File: config.mk
export PLATFORM = sky130hd
export DESIGN_NAME = fetch_stage
export DESIGN_NICKNAME = d
export VERILOG_FILES = /design/src/rtl/mips_pkg.sv /design/src/rtl/fetch_pc_gen.sv /design/src/rtl/fetch_stage.sv
export SDC_FILE = /design/constraint.sdc
export NUM_CORES = 1
export LEC_CHECK = 0
export CORE_MARGIN = 5
export CORE_UTILIZATION = 47
export CTS_CLUSTER_DIAMETER = 150
export DETAILED_ROUTE_END_ITERATION = 6
export GPL_TIMING_DRIVEN = 0
export HOLD_SLACK_MARGIN = 0.1
export PLACE_DENSITY_LB_ADDON = 0.15
export SLEW_MARGIN = 20
export SYNTH_ARGS = -nofsm -noshare
export SYNTH_HDL_FRONTEND = slang
export SYNTH_SLANG_ARGS = --single-unit
File: constraint.sdc
create_clock -name clk -period 3.4 [get_ports clk]
set_input_delay 0.34 -clock clk [delete_from_list [all_inputs] [get_ports clk]]
set_output_delay 0.34 -clock clk [all_outputs]
set_load 0.05 [all_outputs]
File: src/rtl/mips_pkg.sv
// Shared MIPS pipeline definitions: datapath width, bubble encoding and fetch FSM states.
package mips_pkg;

  localparam int unsigned PC_W = 32;

  // sll $0,$0,0
  localparam logic [PC_W-1:0] NOP_INSTR_DEF = 32'h0000_0000;

  typedef enum logic [1:0] {
    S_BOOT = 2'd0,
    S_RUN  = 2'd1,
    S_HALT = 2'd2
  } fetch_state_t;

endpackage

File: src/rtl/fetch_pc_gen.sv
// Combinational next-PC selection: exception vector > redirect target > hold > PC+4.
// FETCH_ALIGN_CHECK_EN: a misaligned redirect is vectored to EXC_VECTOR instead of taken.
module fetch_pc_gen
  import mips_pkg::*;
#(
  parameter logic [PC_W-1:0] EXC_VECTOR = 32'h0000_0040
) (
  input  logic [PC_W-1:0] i_pc,
  input  logic            i_exc_valid,
  input  logic            i_redirect_valid,
  input  logic [PC_W-1:0] i_redirect_pc,
  input  logic            i_hold,
  output logic [PC_W-1:0] o_next_pc,
  output logic [PC_W-1:0] o_pc_plus4,
  output logic            o_misalign
);

  logic [PC_W-1:0] w_target;

  // Plain modulo-2^32 add: 32'hFFFF_FFFC wraps to zero.
  assign o_pc_plus4 = i_pc + 32'd4;

`ifdef FETCH_ALIGN_CHECK_EN
  assign o_misalign = i_redirect_valid && (i_redirect_pc[1:0] != 2'b00);
  assign w_target   = i_redirect_pc;
`else
  assign o_misalign = 1'b0;
  assign w_target   = {i_redirect_pc[PC_W-1:2], 2'b00};
`endif

  // NOTE: every output gets a default first so this block can never infer a latch.
  always_comb begin
    o_next_pc = o_pc_plus4;
    if (i_exc_valid || o_misalign) begin
      o_next_pc = EXC_VECTOR;
    end else if (i_redirect_valid) begin
      o_next_pc = w_target;
    end else if (i_hold) begin
      o_next_pc = i_pc;
    end
  end

endmodule

File: src/rtl/fetch_stage.sv
// MIPS instruction fetch: PC register, boot/run/halt FSM and the IF/ID pipeline register.
// Optional misaligned-redirect trap is enabled by defining FETCH_ALIGN_CHECK_EN.
module fetch_stage
  import mips_pkg::*;
#(
  parameter logic [PC_W-1:0] RESET_PC   = 32'h0000_0000,
  parameter logic [PC_W-1:0] EXC_VECTOR = 32'h0000_0040,
  parameter logic [PC_W-1:0] NOP_INSTR  = NOP_INSTR_DEF
) (
  input  logic            clk,
  input  logic            reset,
  output logic [PC_W-1:0] imem_pc,
  input  logic [PC_W-1:0] imem_instruction,
  input  logic            stall,
  input  logic            flush,
  input  logic            redirect_valid,
  input  logic [PC_W-1:0] redirect_pc,
  input  logic            exc_valid,
  input  logic            halt_req,
  output logic [PC_W-1:0] if_id_instr,
  output logic [PC_W-1:0] if_id_pc4,
  output logic            if_id_valid,
  output logic            fetch_exc
);

  fetch_state_t    r_state;
  logic [PC_W-1:0] r_pc;
  logic [PC_W-1:0] r_if_id_instr;
  logic [PC_W-1:0] r_if_id_pc4;
  logic            r_if_id_valid;
  logic            r_fetch_exc;

  logic [PC_W-1:0] w_next_pc;
  logic [PC_W-1:0] w_pc_plus4;
  logic            w_misalign;
  logic            w_frozen;
  logic            w_squash;

  // A halt request takes effect on the edge it is first seen, not one cycle later.
  assign w_frozen = (r_state == S_BOOT) || (r_state == S_HALT) ||
                    ((r_state == S_RUN) && halt_req);
  assign w_squash = flush || exc_valid || redirect_valid;

  fetch_pc_gen #(
    .EXC_VECTOR(EXC_VECTOR)
  ) u_pc_gen (
    .i_pc            (r_pc),
    .i_exc_valid     (exc_valid),
    .i_redirect_valid(redirect_valid),
    .i_redirect_pc   (redirect_pc),
    .i_hold          (stall || w_frozen),
    .o_next_pc       (w_next_pc),
    .o_pc_plus4      (w_pc_plus4),
    .o_misalign      (w_misalign)
  );

  // NOTE: all state uses non-blocking assignments so every register samples pre-edge values.
  always_ff @(posedge clk) begin
    if (reset) begin
      r_state       <= S_BOOT;
      r_pc          <= RESET_PC;
      r_if_id_instr <= NOP_INSTR;
      r_if_id_pc4   <= '0;
      r_if_id_valid <= 1'b0;
      r_fetch_exc   <= 1'b0;
    end else begin
      r_pc        <= w_next_pc;
      r_fetch_exc <= w_misalign && !exc_valid;

      unique case (r_state)
        S_BOOT: r_state <= S_RUN;
        S_RUN:  if (halt_req && !exc_valid && !redirect_valid) r_state <= S_HALT;
        S_HALT: if (!halt_req || exc_valid) r_state <= S_RUN;
        default: r_state <= S_BOOT;
      endcase

      if (w_squash || (w_frozen && !stall)) begin
        r_if_id_instr <= NOP_INSTR;
        r_if_id_pc4   <= '0;
        r_if_id_valid <= 1'b0;
      end else if (!stall) begin
        r_if_id_instr <= imem_instruction;
        r_if_id_pc4   <= w_pc_plus4;
        r_if_id_valid <= 1'b1;
      end
    end
  end

  assign imem_pc     = r_pc;
  assign if_id_instr = r_if_id_instr;
  assign if_id_pc4   = r_if_id_pc4;
  assign if_id_valid = r_if_id_valid;
  assign fetch_exc   = r_fetch_exc;

endmodule

==> results.cfg, run 1 <==
[timing]
skew_ps = 12.5
slew_headroom = 0.528
fin_crit_sh = 0.706
setup_viol = 0
fin_ws_ps = 1000
setup-tns-final_ps = 0
tightest_slew_ps = 708
max_freq_mhz = 417
period_needed_ps = 2400
rsz0062_at_grt = no
drv_slew = 0
finalHoldViolCount = 0

[clocking]
cts_inserted_buffers = 9
cts_hold_buf = 0
root_buffer = clkbuf_8
clk_pin_slew_ps = 90
ctsResizeCount = 0
cts_sinks = 95
clkLatencyLatePin_ps = 370
cts_tree = yes
cts_setup_buffers = 0
clockBufferDepth = 2
htree_levels = 3

[cells_and_area]
diodes = 0
final_nets = 746
final.fill_count = 784
syn_to_final_growth_pct = 44.9
layout-drive-gt1-share = 0.0545

[yosys]
synthesis.area_um2 = 4360
syn_inst = 500
synth_ff_type = dfxtp_1
async_reset_ff_frac = 0
synth_edf_count = 0
syn_area_per_cell_um2 = 8.72
ys_ff_latch = 95
synth_warnings = 0
ys_top_cells_by_count = dfxtp_1 (95), nor2_1 (74), mux2i_1 (34), nand2_1 (34), a21oi_1 (33)
synth_largest_area_cell = dfxtp_1
yosysUniqueCellTypes = 46
synthTopCellsByArea = dfxtp_1 (44%), mux2i_1 (7.8%), nor2_1 (6.4%)
synth_most_common_cell = dfxtp_1
yosysSeqAreaShare = 0.436
synth_top_area_frac = 0.436

[power_and_ir_drop]
p_per_area_nw_per_um2 = 366
total_power_mw = 2.32
vdd_drop_max_v = 0.000194
power.leakage_nw = 2.17

[global_route]
grt-ovfl-total = 0
met1_usage = 0.309
grt_pass1_wl_um = 20300
grt_pass1_vias = 4022
track_usage = 0.224
grt.busiest_layer = met2
grt_antenna_before_repair = 0
grt_max_degree = 18
gr-usage-met2 = 0.357
globalRouteMet3Util = 0.0425

[detailed_routing]
drt_wl_total_um = 12900
drt.antenna.violating_nets = 0
dr.pass1.iters = 5
vias_per_cell = 5.17
drt-initial-drc-count = 226
wire_per_inst_um = 16.4
drc = 0
vias = 4081

[min_path]
hold_end = if_id_valid$_SDFFE_PP0N_
hold_depth = 2
hp-start = if_id_valid$_SDFFE_PP0N_
min_path_type = flop to flop

[worst_setup_path]
cp_max_fo = 10
cp_slowest_stage_delay_ps = 510
r2r_start = imem_pc[2]$_SDFFE_PP0P_
worst_ep_required_time_ps = 3680
reg2reg_depth = 7
critPathCaptureType = flop
r2r-end = if_id_pc4[30]$_SDFFE_PP0N_
cp-start-kind = flop
cp_top_family = simple AND/OR/NAND/NOR gates
crit_buf_inv = 1
cp_num_cells = 7
crit_type = flop to flop
cp.arrival_ps = 2680
path_cells = ha_1 -> nand3_2 -> nor4_2 -> buf_2 -> nand4_1 -> xnor2_1 -> a211oi_1
ff2ff_setup_slack_ps = 1000
cpMaxStageDelayCell = nor4_2

[floorplanning]
start_util = 0.477
die_area_um2 = 11300
num_rows = 35
die_h_um = 106
die_w_um = 106
core-area_um2 = 9150
io_pins = 169

[placed_design]
dp_slack_ps = 857
dp_hpwl_um = 10100
place_congestion = 0.891
port_buffers = 159

[run]
max_cap_viol_count = 0

[run_status]
outcome = complete, no violations
-- layout make-up --
class | instances | area (um2) | share of cell area
multi-input cells | 364 | 2280 | 0.361
clock inverters | 6 | 75.1 | 0.0119
plain buffers | 39 | 170 | 0.0269
clock buffers | 10 | 138 | 0.0218
repair buffers | 159 | 1590 | 0.252
inverters | 6 | 22.5 | 0.00356
flip-flops and latches | 95 | 1900 | 0.301
well taps | 111 | 139 | 0.0220
-- flip-flops by register name (all words and copies together), names as in the netlist --
signal,count
imem_pc,30
if_id_valid,1
if_id_pc4,30
if_id_instr,32
r_state,2
-- report_power, final --
group | switching (mW) | internal [mW] | leakage (nW)
combinational | 0.199 | 0.158 | 1.30
clock | 0.422 | 0.372 | 0.105
sequential | 0.0304 | 1.13 | 0.770
total | 0.652 | 1.66 | 2.17
-- layout by cell type, fill, tap and decap left out, types with 4 or more instances in the layout --
master / Yosys / final
buf_2: 4 / 4
a211oi_1: 16 / 16
xnor2_1: 28 / 28
nor4_1: 5 / 5
nor3_1: 10 / 10
and2_1: 4 / 4
nand3_1: 13 / 13
clkbuf_1: 29 / 29
dfxtp_1: 95 / 95
clkbuf_8: 0 / 10
buf_4: 5 / 5
mux2i_1: 34 / 34
a2111oi_0: 4 / 4
nand2_1: 34 / 34
clkdlybuf4s50_1: 0 / 159
o21ai_0: 31 / 31
nand4_1: 10 / 10
or3_1: 5 / 5
a21oi_1: 33 / 33
xor2_1: 24 / 24
nor2_1: 74 / 74
conb_1: 1 / 5
-- per-stage QoR --
stage | hold WS (ps) | cell area, um2 | utilization | std cells
floorplan | 416 | 4380 | - | 504
global placement | 437 | 6110 | 0.667 | 774
detailed placement | 443 | 6110 | 0.667 | 774
CTS | 457 | 6320 | 0.690 | 790
global route | 489 | 6320 | 0.690 | 790
finish | 457 | 6320 | 0.690 | 790
-- how the worst max path moves through the flow --
| stage | from | endpoint | slack (ps) |
|---|---|---|---|
| 2_1_floorplan | imem_pc[2]$_SDFFE_PP0P_ | if_id_pc4[14]$_SDFFE_PP0N_ | 990 |
| 3_3_place_gp | halt_req | imem_pc[25]$_SDFFE_PP0P_ | 880 |
| 3_5_place_dp | exc_valid | if_id_pc4[25]$_SDFFE_PP0N_ | 860 |
| 4_1_cts | imem_pc[2]$_SDFFE_PP0P_ | if_id_pc4[30]$_SDFFE_PP0N_ | 1030 |
| 5_1_grt | imem_pc[2]$_SDFFE_PP0P_ | if_id_pc4[18]$_SDFFE_PP0N_ | 870 |
| 6_report | imem_pc[2]$_SDFFE_PP0P_ | if_id_pc4[30]$_SDFFE_PP0N_ | 1000 |
-- worst min-delay path, cell delays in order, from the launching register on --
cell and delay (ps):
dfxtp_1 320, inv_1 50, a21oi_1 50
-- cells by family after synthesis --
family / Yosys count / synth area share
xor+xnor: 52 / 0.104
flops: 95 / 0.436
buf+inv: 45 / 0.0442
compound gates: 91 / 0.122
fa+ha+maj: 1 / 0.00287
simple gates: 181 / 0.212
other cells: 1 / 0.000860
mux: 34 / 0.0780
-- per-layer routing --
layer  up-vias  wire, um
li1       2077         -
met1      1850      6050
met2       142      5870
met3        12       883
met4         0       147
met5         -         0
Note: power is estimated with default switching activity, not from simulation.
==> run 2: changes to the inputs <==
--- a/config.mk
+++ b/config.mk
@@ -6,7 +6,7 @@
 export NUM_CORES = 1
 export LEC_CHECK = 0
 export CORE_MARGIN = 5
-export CORE_UTILIZATION = 47
+export CORE_UTILIZATION = 40
 export CTS_CLUSTER_DIAMETER = 150
 export DETAILED_ROUTE_END_ITERATION = 6
 export GPL_TIMING_DRIVEN = 0
==> constraint.sdc (replaced) <==
create_clock -name clk -period 2.2 [get_ports clk]
set_input_delay 0.22 -clock clk [delete_from_list [all_inputs] [get_ports clk]]
set_output_delay 0.22 -clock clk [all_outputs]
set_load 0.05 [all_outputs]
==> run 2 against run 1 <==
Register-to-register slack worse by 910 ps. Non-clock buffer count rose by 5. Die area rose by 16%. Cell area is 1.8% higher. Via count is 1.7% higher. Largest cell class unchanged. Critical path type unchanged. Global-route usage shrank 3.3 points. Count of clock-buffer cells in the layout fell by 1. First-iteration DRC count rose by 27%. Largest power group unchanged. Critical path depth down 2. Sequential power up 55%.
==> results.cfg, run 2 (synthesized netlist as in run 1, its figures left out) <==
[run_status]
outcome = complete, no violations

[floorplanning]
core-area_um2 = 10700
die_h_um = 114
num_rows = 38
die_area_um2 = 13100
start_util = 0.406
io_pins = 169
die_w_um = 114

[power_and_ir_drop]
vdd_drop_max_v = 0.000384
p_per_area_nw_per_um2 = 536
power.leakage_nw = 2.21
switching_power_mw = 1.02
internal-power_mw = 2.43
p_seq_frac = 0.523
pwr-share-clk = 0.318
switching_share = 0.295
combPwrFrac = 0.159

[global_route]
grt_pass1_wl_um = 20300
grt_antenna_before_repair = 0
track_usage = 0.192
grt_pass1_vias = 3969
grt_max_degree = 19
grt-ovfl-total = 0

[timing]
rsz0062_at_grt = no
setup_viol = 0
drv_slew = 0
setup-tns-final_ps = 0
slew_headroom = 0.515
tightest_slew_ps = 727
fin_crit_sh = 0.957
period_needed_ps = 2100
finalHoldViolCount = 0
max_freq_mhz = 475
skew_ps = 13.5

[clocking]
cts_sinks = 95
clk_pin_slew_ps = 90
clockBufferDepth = 2
root_buffer = clkbuf_8
cts_inserted_buffers = 9
cts_tree = yes
cts_hold_buf = 0
clkLatencyLatePin_ps = 360
htree_levels = 3

[detailed_routing]
drt-initial-drc-count = 288
met3_length_um = 965
drt-met1-wl_um = 5820
drt_wl_total_um = 12800
drc = 0
dr.pass1.iters = 5
vias = 4149
wire_per_inst_um = 15.6
topRoutingLayerUsed = met4
drt.antenna.violating_nets = 0
wl_met2_um = 5880
vias_per_cell = 5.04

[placed_design]
place_congestion = 0.868
dp_hpwl_um = 10100
port_buffers = 159

[cells_and_area]
final_nets = 751
layout-drive-gt1-share = 0.0950
diodes = 0
largest_reg_flops = 32
final_common_cell = clkdlybuf4s50_1
syn_to_final_growth_pct = 47.5
final.fill_count = 995
fin_util = 0.599
mostFrequentLayoutCells = clkdlybuf4s50_1 (159), dfxtp_1 (79), nor2_1 (74)

[run]
max_cap_viol_count = 0

[worst_setup_path]
crit_type = flop to flop
cp.arrival_ps = 2390
critPathCaptureType = flop
cp_max_fo = 5
worst_ep_required_time_ps = 2480
cp-start-kind = flop

[min_path]
min_path_type = input pin to flop
## run 2: cell types whose count changed in the layout (fill, tap and decap cells not counted), moves of 2 or more
cell,before,now
dfxtp_2,0,15
nor4_1,5,3
dfxtp_1,95,79
buf_4,5,10
## run 2: final cells by class
cell class | count | area [um2] | share of cell area
Buffer | 39 | 171 | 0.0266
Clock buffer | 9 | 124 | 0.0193
Clock inverter | 7 | 60.1 | 0.00933
Inverter | 6 | 22.5 | 0.00350
Multi-Input combinational cell | 364 | 2330 | 0.362
Sequential cell | 95 | 1920 | 0.299
Tap cell | 140 | 175 | 0.0272
Timing Repair Buffer | 164 | 1630 | 0.253
## run 2: critical path, cell delays in order (launching register included)
cell	delay (ps)
dfxtp_1	450
nand4_1	280
nor4_4	440
nand4_1	270
or3_1	410
a31oi_1	180
## run 2: power groups by stage
stage	sequential, mW	combinational (mW)	clock (mW)
after CTS	1.80	0.551	1.13
final	1.80	0.549	1.10
after detailed placement	1.84	0.548	0
after global placement	1.84	0.541	0
after global routing	1.81	0.590	1.20
after floorplan	1.94	0.202	0
## run 2: worst paths after layout
path                                 start                  endpoint  slack [ps]  cells after the start
setup reg to reg  imem_pc[23]$_SDFFE_PP0P_  imem_pc[28]$_SDFFE_PP0P_         100                      5
setup / recovery  imem_pc[23]$_SDFFE_PP0P_  imem_pc[28]$_SDFFE_PP0P_         100                      5
hold / removal              redirect_valid  imem_pc[10]$_SDFFE_PP0P_         330                      2
hold reg to reg   if_id_valid$_SDFFE_PP0N_  if_id_valid$_SDFFE_PP0N_         460                      2
## run 2: what timing repair did
item / CTS / global route
gates resized for setup: 0 / 13
hold endpoints to repair: 0 / 0
setup endpoints to repair: 0 / 27
buffers inserted: 0 / 5
## run 2: stage by stage
stage                     hold WS [ps]  total power, mW  cells  area [um2]  worst slack, ps
after floorplan                    292             2.15    504        4390             10.9
after global placement             440             2.38    803        6160             -181
after detailed placement           443             2.39    803        6160             -257
after CTS                          328             3.48    819        6340             29.3
after global routing               356             3.60    824        6430             2.22
final                              325             3.45    824        6430             95.4
## run 2: layer usage
layer,global-route usage,vias to the layer above
met4,0.0443,0
li1,-,2088
met1,0.263,1883
met5,0,-
met3,0.0444,12
met2,0.307,166
